[src/rtl/bru_pkg.sv]
// bru_pkg: shared constants for the branch resolve unit.
// Condition-select encodings, 2-bit predictor counter states and the
// saturating counter update helper.
package bru_pkg;

  // Condition select encodings (cond_i)
  localparam logic [2:0] COND_BLTU = 3'b000;
  localparam logic [2:0] COND_BGTU = 3'b001;
  localparam logic [2:0] COND_BEQ  = 3'b010;
  localparam logic [2:0] COND_BNE  = 3'b011;
  localparam logic [2:0] COND_BLT  = 3'b100;
  localparam logic [2:0] COND_BGT  = 3'b101;
  localparam logic [2:0] COND_BGE  = 3'b110;
  localparam logic [2:0] COND_RSVD = 3'b111;

  // 2-bit saturating counter states; MSB is the predicted direction
  localparam logic [1:0] CTR_SNT = 2'b00;
  localparam logic [1:0] CTR_WNT = 2'b01;
  localparam logic [1:0] CTR_WT  = 2'b10;
  localparam logic [1:0] CTR_ST  = 2'b11;

  // Every entry starts weakly not-taken
  localparam logic [1:0] CTR_RESET = CTR_WNT;

  // Move one step toward taken (up=1) or not-taken, clamping at the ends
  function automatic logic [1:0] ctr_update(input logic [1:0] ctr, input logic up);
    if (up) begin
      return (ctr == CTR_ST) ? CTR_ST : ctr + 2'b01;
    end
    return (ctr == CTR_SNT) ? CTR_SNT : ctr - 2'b01;
  endfunction

endpackage

[src/rtl/bru_compare.sv]
// bru_compare: combinational branch condition evaluator over DATA_W-bit
// operands. Signed conditions use two's complement; 111 is never true.
module bru_compare
  import bru_pkg::*;
#(
  parameter int DATA_W = 16
) (
  input  logic [DATA_W-1:0] a,
  input  logic [DATA_W-1:0] b,
  input  logic [2:0]        cond,
  output logic              cond_true
);

  // Select the comparison named by cond
  always_comb begin
    cond_true = 1'b0;
    case (cond)
      COND_BLTU: cond_true = (a < b);
      COND_BGTU: cond_true = (a > b);
      COND_BEQ:  cond_true = (a == b);
      COND_BNE:  cond_true = (a != b);
      COND_BLT:  cond_true = ($signed(a) < $signed(b));
      COND_BGT:  cond_true = ($signed(a) > $signed(b));
      COND_BGE:  cond_true = ($signed(a) >= $signed(b));
      COND_RSVD: cond_true = 1'b0;
      default:   cond_true = 1'b0;
    endcase
  end

endmodule

[src/rtl/branch_resolve_unit.sv]
// branch_resolve_unit: resolves EX-stage branches/jumps, detects
// mispredicts, drives a registered FLUSH_CYCLES-long flush with redirect
// direction, and (when BRU_PREDICTOR_EN is defined) trains a table of
// 2-bit saturating counters indexed by the low PC bits. Without
// BRU_PREDICTOR_EN the unit behaves as a static not-taken predictor.
module branch_resolve_unit
  import bru_pkg::*;
#(
  parameter int DATA_W       = 16,
  parameter int PC_W         = 16,
  parameter int BHT_DEPTH    = 16,
  parameter int FLUSH_CYCLES = 1
) (
  input  logic              clk,
  input  logic              reset,
  input  logic [PC_W-1:0]   fetch_pc_i,
  output logic              predict_taken_o,
  input  logic              valid_i,
  input  logic [PC_W-1:0]   pc_i,
  input  logic [DATA_W-1:0] a_i,
  input  logic [DATA_W-1:0] b_i,
  input  logic [2:0]        cond_i,
  input  logic              branch_i,
  input  logic              jump_i,
  input  logic              predicted_taken_i,
  output logic              flush_o,
  output logic              redirect_taken_o,
  output logic              busy_o
);

  localparam int IDX_W = (BHT_DEPTH > 1) ? $clog2(BHT_DEPTH) : 1;
  localparam int CNT_W = $clog2(FLUSH_CYCLES + 1);

  logic             cond_true;
  logic             taken;
  logic             resolve;
  logic             mispredict;
  logic             train;
  logic             pred_eff;
  logic [CNT_W-1:0] flush_cnt_reg;
  logic [CNT_W-1:0] flush_cnt_next;
  logic             redirect_reg;
  logic             redirect_next;

  bru_compare #(
    .DATA_W(DATA_W)
  ) u_compare (
    .a         (a_i),
    .b         (b_i),
    .cond      (cond_i),
    .cond_true (cond_true)
  );

  // Flush window is active whenever the counter is non-zero
  assign busy_o           = (flush_cnt_reg != '0);
  assign flush_o          = busy_o;
  assign redirect_taken_o = redirect_reg;

  // Resolve the EX instruction; anything arriving during a flush is wrong-path
  always_comb begin
    taken      = jump_i | (branch_i & cond_true);
    resolve    = valid_i & (branch_i | jump_i) & ~busy_o;
    mispredict = resolve & (taken != pred_eff);
    train      = resolve & branch_i & ~jump_i;
  end

  // Next flush count and redirect direction
  always_comb begin
    flush_cnt_next = flush_cnt_reg;
    redirect_next  = redirect_reg;
    if (mispredict) begin
      flush_cnt_next = CNT_W'(FLUSH_CYCLES);
      redirect_next  = taken;
    end else if (flush_cnt_reg != '0) begin
      flush_cnt_next = flush_cnt_reg - CNT_W'(1);
    end
  end

  // Flush counter and redirect register
  always_ff @(posedge clk) begin
    if (reset) begin
      flush_cnt_reg <= '0;
      redirect_reg  <= 1'b0;
    end else begin
      flush_cnt_reg <= flush_cnt_next;
      redirect_reg  <= redirect_next;
    end
  end

`ifdef BRU_PREDICTOR_EN
  logic [1:0]       ctr_reg  [BHT_DEPTH];
  logic [1:0]       ctr_next [BHT_DEPTH];
  logic [IDX_W-1:0] fetch_idx;
  logic [IDX_W-1:0] train_idx;
  logic             unused_pc_bits;

  assign fetch_idx       = fetch_pc_i[IDX_W-1:0];
  assign train_idx       = pc_i[IDX_W-1:0];
  // Lookup reads the registered table, so a same-cycle update is not bypassed
  assign predict_taken_o = ctr_reg[fetch_idx][1];
  assign pred_eff        = predicted_taken_i;
  // Upper PC bits alias onto the same entries and are deliberately dropped
  assign unused_pc_bits  = ^{fetch_pc_i, pc_i};

  generate
    for (genvar gi = 0; gi < BHT_DEPTH; gi++) begin : g_ctr
      assign ctr_next[gi] = (train && (train_idx == IDX_W'(gi)))
                          ? ctr_update(ctr_reg[gi], taken)
                          : ctr_reg[gi];
    end
  endgenerate

  // Counter table: reset to weakly not-taken, otherwise take trained value
  always_ff @(posedge clk) begin
    if (reset) begin
      for (int i = 0; i < BHT_DEPTH; i++) begin
        ctr_reg[i] <= CTR_RESET;
      end
    end else begin
      for (int i = 0; i < BHT_DEPTH; i++) begin
        ctr_reg[i] <= ctr_next[i];
      end
    end
  end
`else
  logic unused_static;

  // Static not-taken: no table, the carried prediction is ignored
  assign predict_taken_o = 1'b0;
  assign pred_eff        = 1'b0;
  assign unused_static   = ^{fetch_pc_i, pc_i, predicted_taken_i, train};
`endif

endmodule

[config.mk]
export PLATFORM = sky130hd
export DESIGN_NAME = branch_resolve_unit
export DESIGN_NICKNAME = d
export VERILOG_FILES = /design/src/rtl/bru_pkg.sv /design/src/rtl/bru_compare.sv /design/src/rtl/branch_resolve_unit.sv
export SDC_FILE = /design/constraint.sdc
export NUM_CORES = 1
export LEC_CHECK = 0
export ABC_AREA = 1
export BUFFER_PORTS_ARGS = -buffer_cell sky130_fd_sc_hd__buf_2
export CORE_MARGIN = 5
export CORE_UTILIZATION = 30
export CTS_CLUSTER_DIAMETER = 150
export DETAILED_ROUTE_END_ITERATION = 10
export PLACE_DENSITY_LB_ADDON = 0.05
export REMOVE_ABC_BUFFERS = 1
export SLEW_MARGIN = 40
export SYNTH_ARGS = -nofsm -noshare
export SYNTH_HDL_FRONTEND = slang
export SYNTH_SLANG_ARGS = --single-unit
[constraint.sdc]
create_clock -name clk -period 1.9 [get_ports clk]
set_input_delay 0.38 -clock clk [delete_from_list [all_inputs] [get_ports clk]]
set_output_delay 0.38 -clock clk [all_outputs]
set_load 0.05 [all_outputs]
==> results.ini <==
[setup_path]
startpoint=b_i[15]
critPathLaunchType=input pin
path_max_fanout=4
crit_type=input pin to flip-flop
cp_data_arrival_time_ns=1.84
r2r_start=busy_o
cp.required_ns=2.01
cp-end-kind=flip-flop

[power_and_ir_drop]
peakVddDrop_uv=264.4
p_clk_share_pct=22.8
p_leak_nw=0.6592
p_switching_mw=0.1617
total_power_mw=0.4021
power.internal_mw=0.2405
combPwrFrac_pct=65.5
pwr-share-seq_pct=11.7
p_per_area_nw_per_um2=343.4
switching_share_pct=40.20

[drt]
drtIter0Drc=18
dr.pass1.iters=4
final_antenna_net_count=0
wl_per_cell_microns=9.047
vias=828
viasPerCell=4.358
drc=0
routed_wl_microns=1719

[logic_synthesis]
seq_area_frac_synth_pct=5.818
syn_inst=117
ys_seq_elements=2
syn_area_sq_um=688.2
syn_area_per_cell_sq_um=5.882
ys_types=19
yosys_warnings=0

[run]
cap_violations=0

[worst_hold_path]
worstHoldStart=reset
hp-class=input pin to flip-flop

[floorplanning]
rows=17
start_util_pct=31.41
die-height_microns=57.90
die_area_sq_um=3352
die_w_microns=57.90
io_pins=77
core_sq_um=2191

[global_routing]
use_met1_pct=10.25
grtUsageMet3_pct=1.114
antenna_found_initial=0
grt_pass1_wl_microns=2601
grt_use_total_pct=9.294
grt_pass1_vias=769
grt_overflow=0
grt_use_met2_pct=17.58
grt_busiest_layer=met2
grt_max_degree=6

[sta]
fmaxAchievable_ghz=0.5798
final-hold-violation-count=0
tns_ns=0
finClkSkew_ns=0.0005927
fin_crit_sh_pct=90.78
setup_ws_ns=0.1752
setup_viol=0
maxSlewViolCount=0
finalCriticalPeriod_ns=1.725

[clock_tree]
htreeDepth=1
cts_tree=yes
numCtsBuffers=3
path_clk_slew_ns=0.03
cts_sinks=2
clk_latency_ns=0.22
cts-root-buf=clkbuf_4
cts_buffer_depth=2

[outcome]
run_status=finished, final reports clean

[placed_design]
dp_hpwl_microns=1461
post-place-ws_ns=-0.1451
port_buffers=42
place_congestion=0.7427

[finish]
synthToLayoutAreaGrowth_pct=70.18
ff_latch_area_sq_um=40.04
final_layout_size_suffix_gt1_share_pct=53.09
antennaDiodeCount=0
multi_input_area_sq_um=706.9
fill_cells=225
nets=253

[synthesized netlist by cell type, drive strengths merged]
| cell | instances | area, sq um |
|---|---|---|
| nand2 | 31 | 126.4 |
| inv | 30 | 112.6 |
| ha | 16 | 200.2 |
| nor2 | 10 | 52.55 |
| a21oi | 8 | 47.55 |
| nand3 | 7 | 35.03 |
| nor3 | 3 | 15.01 |
| buf | 2 | 15.01 |
| dfxtp | 2 | 40.04 |
| nand4 | 2 | 12.51 |
| o21ai | 2 | 10.01 |
| a21o | 1 | 7.510 |
| a31oi | 1 | 6.260 |
| clkinv | 1 | 3.750 |
| conb | 1 | 3.750 |
[worst paths after layout]
path / cells past startpoint / slack, ns / end
setup / recovery: 16 / 0.18 / redirect_taken_o
hold / removal: 4 / 0.42 / redirect_taken_o
setup reg to reg: 3 / 1.18 / redirect_taken_o
hold reg to reg: 2 / 0.44 / redirect_taken_o
[cells by family after synthesis]
logic type	count (synthesis)	share of synthesized area (%)
buffers and inverters	33	19.09
and+or+nand+nor	53	35.09
adders and majority gates	16	29.09
other	1	0.5449
AOI/OAI and AO/OA	12	10.37
DFF	2	5.818
[final cells by class]
cell class | count | share of cell area [%]
well taps | 28 | 2.991
multi-input cells | 82 | 60.36
inverters | 31 | 9.936
flip-flops and latches | 2 | 3.419
repair buffers | 44 | 21.37
clock buffers | 3 | 1.923
[per-layer routing]
metal	part of all wire (%)	vias to the layer above
met1	38	355
met5	0	-
met4	0	0
met3	7.3	0
met2	55	23
li1	-	450
[registers in the layout, indices dropped and copies added, names as in the netlist]
register and count:
busy_o 1, redirect_taken_o 1
[what timing repair did]
item	in CTS	in global routing
hold buffers	0	0
buffers inserted	0	0
resized for setup	0	40
setup endpoints to repair	0	2
[power groups by stage]
stage / Combinational, mW / Sequential, mW / Clock [mW]
after floorplan: 0.109 / 0.0623 / 0
after global placement: 0.191 / 0.0474 / 0
after detailed placement: 0.197 / 0.0476 / 0
after CTS: 0.198 / 0.0471 / 0.0954
after global routing: 0.297 / 0.0476 / 0.100
final: 0.263 / 0.0470 / 0.0917
[worst max-delay path: stages]
cell,delay (ns)
buf_2,0.08
inv_1,0.06
ha_4,0.28
nand2_2,0.08
nor2_4,0.15
nand2_2,0.09
nor2_4,0.10
inv_2,0.07
a21oi_2,0.12
nand2_1,0.07
a21oi_2,0.09
nand2_1,0.06
nand2_1,0.05
nand2_1,0.06
nand2_2,0.06
nand2_1,0.04
[through the flow]
stage	hold slack [ns]	cell area (sq um)	util, %	std cells
after floorplan	0.5237	673.1	-	115
after global placement	0.4334	933.4	42.60	187
after detailed placement	0.4510	933.4	42.60	187
after CTS	0.4192	955.9	43.63	190
after global routing	0.4525	1171	53.46	190
final	0.4170	1171	53.46	190
[placed cells by master (no fill, tap or decap), drive strengths merged]
cell,count
buf,44
nand2,31
inv,30
ha,16
nor2,10
a21oi,8
nand3,7
nor3,3
clkbuf,3
nand4,2
dfxtp,2
o21ai,2
a21o,1
clkinv,1
a31oi,1
conb,1
(Power assumes the default switching activity.)
